### src/rtl/axicb_scfifo_pkg.sv
// Shared types and helpers for the crossbar single-clock FIFO controller.
// Pointer sizing, depth and status comparison live here so every file agrees.
package axicb_scfifo_pkg;

   typedef struct packed {
      logic afull;
      logic aempty;
   } status_t;

   // One extra MSB on each pointer distinguishes full from empty.
   function automatic int unsigned ptr_width(input int unsigned addr_width);
      return addr_width + 1;
   endfunction

   function automatic int unsigned depth_of(input int unsigned addr_width);
      return 1 << addr_width;
   endfunction

   function automatic status_t status_cmp(input int unsigned level,
                                          input int unsigned afull_th,
                                          input int unsigned aempty_th);
      status_t s;
      s.afull  = (level >= afull_th);
      s.aempty = (level <= aempty_th);
      return s;
   endfunction

endpackage

### src/rtl/axicb_scfifo_ctrl_if.sv
// Push/pull valid-ready bundle of the FIFO; slave is the FIFO's own view.
interface axicb_scfifo_ctrl_if #(
   parameter int unsigned DATA_WIDTH = 8
);
   logic                  in_valid;
   logic                  in_ready;
   logic [DATA_WIDTH-1:0] in_data;
   logic                  out_valid;
   logic                  out_ready;
   logic [DATA_WIDTH-1:0] out_data;

   modport slave (
      input  in_valid, in_data, out_ready,
      output in_ready, out_valid, out_data
   );

   modport master (
      output in_valid, in_data, out_ready,
      input  in_ready, out_valid, out_data
   );
endinterface

### src/rtl/axicb_scfifo_ram.sv
// Simple dual-port storage array; FFD_EN selects registered or combinational read.
module axicb_scfifo_ram
   import axicb_scfifo_pkg::*;
#(
   parameter int unsigned ADDR_WIDTH = 8,
   parameter int unsigned DATA_WIDTH = 8,
   parameter int unsigned FFD_EN     = 0
) (
   input  logic                  aclk,
   input  logic                  wr_en,
   input  logic [ADDR_WIDTH-1:0] addr_in,
   input  logic [DATA_WIDTH-1:0] data_in,
   input  logic                  rd_en,
   input  logic [ADDR_WIDTH-1:0] addr_out,
   output logic [DATA_WIDTH-1:0] data_out
);
   localparam int unsigned DEPTH = depth_of(ADDR_WIDTH);

   logic [DATA_WIDTH-1:0] mem [0:DEPTH-1];

   always_ff @(posedge aclk) begin
      if (wr_en) mem[addr_in] <= data_in;
   end

   generate
      if (FFD_EN != 0) begin : g_reg_rd
         // Output register only moves on rd_en, so the held word stays put under backpressure.
         always_ff @(posedge aclk) begin
            if (rd_en) data_out <= mem[addr_out];
         end
      end else begin : g_comb_rd
         assign data_out = rd_en ? mem[addr_out] : '0;
      end
   endgenerate

endmodule

### src/rtl/axicb_scfifo_ctrl.sv
// Single-clock FIFO controller with optional prefetch stage for registered RAM reads.
// Define AXICB_SCFIFO_STATUS_EN to add the afull/aempty status outputs.
module axicb_scfifo_ctrl
   import axicb_scfifo_pkg::*;
#(
   parameter int unsigned ADDR_WIDTH    = 8,
   parameter int unsigned DATA_WIDTH    = 8,
   parameter int unsigned FFD_EN        = 0,
   parameter int unsigned AFULL_THRESH  = (1 << ADDR_WIDTH) - 1,
   parameter int unsigned AEMPTY_THRESH = 1
) (
   input  logic                aclk,
   input  logic                srst,
   input  logic                flush,
   axicb_scfifo_ctrl_if.slave  bus,
   output logic [ADDR_WIDTH:0] count
`ifdef AXICB_SCFIFO_STATUS_EN
  ,output logic                afull,
   output logic                aempty
`endif
);
   typedef logic [ptr_width(ADDR_WIDTH)-1:0] ptr_t;
   localparam ptr_t PTR_ONE = ptr_t'(1);

   ptr_t                  wr_ptr;
   ptr_t                  rd_ptr;
   logic                  clr;
   logic                  ram_empty;
   logic                  ram_full;
   logic                  push;
   logic                  load;
   logic                  ram_rd_en;
   logic                  pf_vld;
   logic [DATA_WIDTH-1:0] ram_dout;

   assign clr       = srst | flush;
   assign ram_empty = (wr_ptr == rd_ptr);
   assign ram_full  = (wr_ptr[ADDR_WIDTH-1:0] == rd_ptr[ADDR_WIDTH-1:0]) &&
                      (wr_ptr[ADDR_WIDTH] != rd_ptr[ADDR_WIDTH]);

   assign bus.in_ready = !ram_full;
   assign push         = bus.in_valid & !ram_full & !clr;

   generate
      if (FFD_EN != 0) begin : g_prefetch
         // RAM word moves into the prefetch slot whenever the slot is free or being emptied.
         assign load      = !ram_empty & (!pf_vld | bus.out_ready) & !clr;
         assign ram_rd_en = load;

         always_ff @(posedge aclk) begin
            if (clr)                 pf_vld <= 1'b0;
            else if (load)           pf_vld <= 1'b1;
            else if (bus.out_ready)  pf_vld <= 1'b0;
         end

         assign bus.out_valid = pf_vld;
      end else begin : g_direct
         assign pf_vld        = 1'b0;
         assign load          = !ram_empty & bus.out_ready & !clr;
         assign ram_rd_en     = !ram_empty;
         assign bus.out_valid = !ram_empty;
      end

      if (AEMPTY_THRESH > AFULL_THRESH) begin : g_bad_thresh
         $error("axicb_scfifo_ctrl: AEMPTY_THRESH above AFULL_THRESH");
      end
   endgenerate

   always_ff @(posedge aclk) begin
      if (clr) begin
         wr_ptr <= '0;
         rd_ptr <= '0;
      end else begin
         if (push) wr_ptr <= wr_ptr + PTR_ONE;
         if (load) rd_ptr <= rd_ptr + PTR_ONE;
      end
   end

   assign count        = (wr_ptr - rd_ptr) + {{ADDR_WIDTH{1'b0}}, pf_vld};
   assign bus.out_data = ram_dout;

`ifdef AXICB_SCFIFO_STATUS_EN
   status_t status;
   assign status = status_cmp(32'(count), AFULL_THRESH, AEMPTY_THRESH);
   assign afull  = status.afull;
   assign aempty = status.aempty;
`endif

   axicb_scfifo_ram #(
      .ADDR_WIDTH (ADDR_WIDTH),
      .DATA_WIDTH (DATA_WIDTH),
      .FFD_EN     (FFD_EN)
   ) u_ram (
      .aclk     (aclk),
      .wr_en    (push),
      .addr_in  (wr_ptr[ADDR_WIDTH-1:0]),
      .data_in  (bus.in_data),
      .rd_en    (ram_rd_en),
      .addr_out (rd_ptr[ADDR_WIDTH-1:0]),
      .data_out (ram_dout)
   );

endmodule

### src/flat_wrapper.sv
// flat-port wrapper written by rule: the top's interface ports become plain ports
module axicb_scfifo_ctrl_flat import axicb_scfifo_pkg::*;
#(
   parameter int unsigned ADDR_WIDTH    = 8,
   parameter int unsigned DATA_WIDTH    = 8,
   parameter int unsigned FFD_EN        = 0,
   parameter int unsigned AFULL_THRESH  = (1 << ADDR_WIDTH) - 1,
   parameter int unsigned AEMPTY_THRESH = 1
)
  (aclk, srst, flush, count, bus_in_valid, bus_in_data, bus_out_ready, bus_in_ready, bus_out_valid, bus_out_data);
  axicb_scfifo_ctrl_if #(.DATA_WIDTH(DATA_WIDTH)) bus_i ();
  input  logic aclk;
  input  logic srst;
  input  logic flush;
  output logic [ADDR_WIDTH:0] count;
  input wire logic [$bits(bus_i.in_valid)-1:0] bus_in_valid;
  input wire logic [$bits(bus_i.in_data)-1:0] bus_in_data;
  input wire logic [$bits(bus_i.out_ready)-1:0] bus_out_ready;
  output wire logic [$bits(bus_i.in_ready)-1:0] bus_in_ready;
  output wire logic [$bits(bus_i.out_valid)-1:0] bus_out_valid;
  output wire logic [$bits(bus_i.out_data)-1:0] bus_out_data;
  assign bus_i.in_valid = bus_in_valid;
  assign bus_i.in_data = bus_in_data;
  assign bus_i.out_ready = bus_out_ready;
  assign bus_in_ready = bus_i.in_ready;
  assign bus_out_valid = bus_i.out_valid;
  assign bus_out_data = bus_i.out_data;
  axicb_scfifo_ctrl #(.ADDR_WIDTH(ADDR_WIDTH), .DATA_WIDTH(DATA_WIDTH), .FFD_EN(FFD_EN), .AFULL_THRESH(AFULL_THRESH), .AEMPTY_THRESH(AEMPTY_THRESH)) u_core (.aclk(aclk), .srst(srst), .flush(flush), .bus(bus_i), .count(count));
endmodule
### config.mk
export PLATFORM = sky130hd
export DESIGN_NAME = axicb_scfifo_ctrl_flat
export DESIGN_NICKNAME = d
export VERILOG_FILES = /design/src/rtl/axicb_scfifo_pkg.sv /design/src/rtl/axicb_scfifo_ctrl_if.sv /design/src/rtl/axicb_scfifo_ram.sv /design/src/rtl/axicb_scfifo_ctrl.sv /design/src/flat_wrapper.sv
export SDC_FILE = /design/constraint.sdc
export NUM_CORES = 2
export LEC_CHECK = 0
export ABC_CLOCK_PERIOD_IN_PS = 4500
export BUFFER_PORTS_ARGS = -buffer_cell sky130_fd_sc_hd__buf_2
export CAP_MARGIN = 25
export CELL_PAD_IN_SITES_DETAIL_PLACEMENT = 0
export CELL_PAD_IN_SITES_GLOBAL_PLACEMENT = 1
export CORE_MARGIN = 4
export CORE_UTILIZATION = 30
export DETAILED_ROUTE_END_ITERATION = 12
export GPL_TIMING_DRIVEN = 0
export PLACE_DENSITY = 0.58
export SETUP_SLACK_MARGIN = 0.05
export SLEW_MARGIN = 20
export SYNTH_ARGS = -nofsm -noshare
export SYNTH_HDL_FRONTEND = slang
export SYNTH_SLANG_ARGS = --single-unit
### constraint.sdc
create_clock -name aclk -period 4.5 [get_ports aclk]
set_input_delay 0 -clock aclk [delete_from_list [all_inputs] [get_ports aclk]]
set_output_delay 0 -clock aclk [all_outputs]
set_load 0.02 [all_outputs]
==> results.md <==
- Worst Setup Slack, final: -0.08358 ns
- Die Y: 530.7 um
- DRC errors left: 0
- Area leader, netlist: edfxtp_1
- Via count: 47020
- Share of layout cells above drive strength 1: 23.42%
- Worst-Skew Late Latency: 0.86 ns
- VDD IR-drop max: 0.0004341 V
- RSZ-0062 raised after global routing: true
- Synthesized netlist net count: 4217
- # port buffers: 31
- CTS root buffer: clkbuf_16
- Layout Nets: 4562
- Final Cycle Share: 101.9%
- Slew Limit Fails: 0
- H-tree Lvls: 4
- EDFF count, synth: 2048
- Worst clock skew: 0.02656 ns
- Initial antenna violation count: 24
- Area of the multi-input gates: 0.01885 mm2
- Worst Setup End Kind: primary output
- Sum Neg Setup Slack: -0.2521 ns
- ANT nets after route: 0
- Failing checks: setup timing
- Area grow syn2layout: 18.06%
- Register area share after synthesis: 75.68%
- Vias/cell: 5.664
- IO Count: 32
- R2R Setup Slk: 0.07 ns
- Vias in the first global route: 45080
- Reg2Reg Depth: 8
- DIE WIDTH: 530.7 um
- Worst path top cell family by delay: simple AND/OR/NAND/NOR gates
- First-pass GRT wire length: 429200 um
- Distinct cells, synth: 78
- Critical path depth: 11
- Crit path DAT: 4.58 ns
- Fillcell total: 25120
- Synth warn: 0
- Final min period: 4.584 ns
- Drt pass-1 iters: 6
- Core Area: 0.2712 mm2
- WL final: 330200 um
- CTS tree: built
- #FFs+latches synth: 2074
- Ys flop type: edfxtp_1
- TritonCTS Buffers: 219
- Max cap viols: 0
- Routed len/inst: 39.78 um
- Clock tree buffer depth: 3
- Storage cell area: 0.06202 mm2
- Asr flop ratio synth: 0%
- Die area: 0.2816 mm2
- Final setup violation count: 7
- Syn Area/Cell: 19.56 um2
- Reg clk slew, reported paths: 0.06 ns
- Min-Delay Path Depth: 5
- Post-Syn Instances: 4190
- CP Cell Sequence: clkbuf_4 > buf_8 > buf_8 > buf_6 > mux4_1 > o22ai_1 > nor4_1 > and4_1 > nand4_1 > o31ai_4 > buf_2
- Initial Util: 30.21%
- Total gr overflow: 0
- Critical path's most frequent cell: buf_8
- Cell area after synthesis: 0.08195 mm2
- Crit path largest cell delay: 0.58 ns
- PD cells: 412.6 mW/mm2
- Hold_ws: 0.09985 ns
- Slowest cell on crit path: nor4_1
- # clock sinks: 2074
- Status: complete, but fails checks
- Top cells by area, synth: edfxtp_1, mux4_2, mux2i_1, nor2_1, mux4_1
- Slew @ Worst Pin: 1.199 ns
- Most frequent cells in the layout: edfxtp_1, nor2_1, mux4_2
- Critical path buffer and inverter count: 5
- Max Fclk: 218.2 MHz
- Static leakage: 28.73 nW
- Startpoint types: flip-flop
- Tightest Hold Check Type: input pin to flip-flop
- Largest net degree at the start of global routing: 129
- Commonest non-fill, non-tap cell in the layout: edfxtp_1
- CP Max Fanout: 10
- Hold Vio Cnt, Final: 0
- Global Route Usage Sum: 23.04%
- RePlAce Congestion: 1.001
- Setup CP Type: flip-flop to primary output
- Worst rel slew slack: 19.92%
- Rows: 191
- DP HPWL: 223300 um
- DRT iter0 DRCs: 7332
- Yosys top cell area share: 75.04%
- Worst EP required: 4.50 ns
## worst min-delay path: cells and delay by family
kind / cells / cell delay (ns)
buffers and inverters: 2 / 0.67
XOR/XNOR: 1 / 0.08
AND/OR/NAND/NOR: 2 / 0.16
## stage by stage
step | power (W) | util, % | instance area [um2] | setup slack [ns] | instances
after CTS | 0.03996 | 35.46 | 96170 | -0.01102 | 8270
after floorplan | 0.02192 | - | 81950 | 1.783 | 4190
final | 0.03992 | 35.67 | 96750 | -0.08358 | 8302
after detailed placement | 0.02255 | 32.25 | 87480 | -0.9343 | 7826
after global placement | 0.02255 | 31.92 | 86570 | -2.595 | 7791
after global routing | 0.04081 | 35.66 | 96740 | -0.05808 | 8295
## cells in the mapped netlist (5+ instances only)
| cell | n |
|---|---|
| nor2_1 | 378 |
| a2111oi_0 | 17 |
| xor2_1 | 10 |
| nand3_1 | 37 |
| dfxtp_1 | 26 |
| o31ai_1 | 6 |
| buf_4 | 18 |
| edfxtp_1 | 2048 |
| a22oi_1 | 26 |
| buf_6 | 37 |
| a211o_1 | 5 |
| nor3_1 | 75 |
| mux2i_1 | 288 |
| o22a_1 | 7 |
| and3_1 | 5 |
| buf_1 | 9 |
| a211oi_1 | 21 |
| clkbuf_1 | 72 |
| buf_8 | 21 |
| buf_2 | 72 |
| or3_1 | 11 |
| a31oi_1 | 20 |
| a221oi_1 | 8 |
| buf_12 | 10 |
| o21ai_0 | 45 |
| nand4_1 | 9 |
| o32ai_1 | 19 |
| mux4_2 | 328 |
| mux2_2 | 7 |
| nand2_1 | 134 |
| inv_1 | 13 |
| a21oi_1 | 62 |
| xnor2_1 | 14 |
| o221ai_1 | 58 |
| o211ai_1 | 6 |
| o22ai_1 | 77 |
| nor2b_1 | 13 |
| mux4_1 | 46 |
| or2_2 | 5 |
| nor4_1 | 36 |
| and2_1 | 10 |
| ha_1 | 13 |
## layout make-up
type	instances	area share (%)
clock inverters	140	1.196
repair buffers	126	1.637
multi-input cells	1855	19.48
diodes	9	0.02328
flip-flops and latches	2074	64.10
clock buffers	269	5.955
inverters	14	0.05949
plain buffers	245	2.923
well taps	3570	4.617
## state kept, by name, indices dropped and copies added (netlist names), named ones only
| register | flops |
|---|---|
| u_core.u_ram.mem | 2048 |
| u_core.rd_ptr | 9 |
| u_core.wr_ptr | 9 |
## cell families (layout without fill, tap and decap cells)
logic type | Yosys count | count (layout) | share of synthesized area (%)
DFF | 2074 | 2074 | 75.68
xor gates and xnor gates | 24 | 24 | 0.2565
adders and majority gates | 14 | 14 | 0.2229
and+or+nand+nor | 749 | 749 | 4.078
AOI/OAI and AO/OA | 399 | 399 | 3.395
other | 0 | 9 | 0
muxes | 669 | 669 | 14.10
buffers and inverters | 261 | 794 | 2.267
## path summary, 6_finish.rpt
path | startpoint | endpoint
min reg2reg | u_core.rd_ptr[8] | u_core.rd_ptr[8]
max reg2reg | u_core.wr_ptr[5] | u_core.u_ram.mem[179][2]
max | flip-flop | bus_out_data[5]
min | bus_out_ready | flip-flop
## power by group
| group | switching [W] | leakage, nW | internal, W |
|---|---|---|---|
| Clock | 0.00781 | 3.40 | 0.00990 |
| Combinational | 0.000709 | 6.72 | 0.000281 |
| Sequential | 0.00000178 | 18.6 | 0.0212 |
| Total | 0.00853 | 28.7 | 0.0314 |
## timing repair
action,CTS,global route
resized for setup,354,84
pin swaps,16,10
setup endpoints to repair,183,315
hold buffers,16,0
setup buffers,20,18
cloned,0,0
endpoints found under the hold margin,1589,0
## routing by layer
layer	GRT usage, %	routed length [um]	vias up
met5	0.2051	0	-
met4	13.55	23350	0
met3	6.569	38120	727
met2	34.30	144300	3162
met1	30.00	124500	25150
li1	-	-	17980
Note: power is estimated with default switching activity, not from simulation.
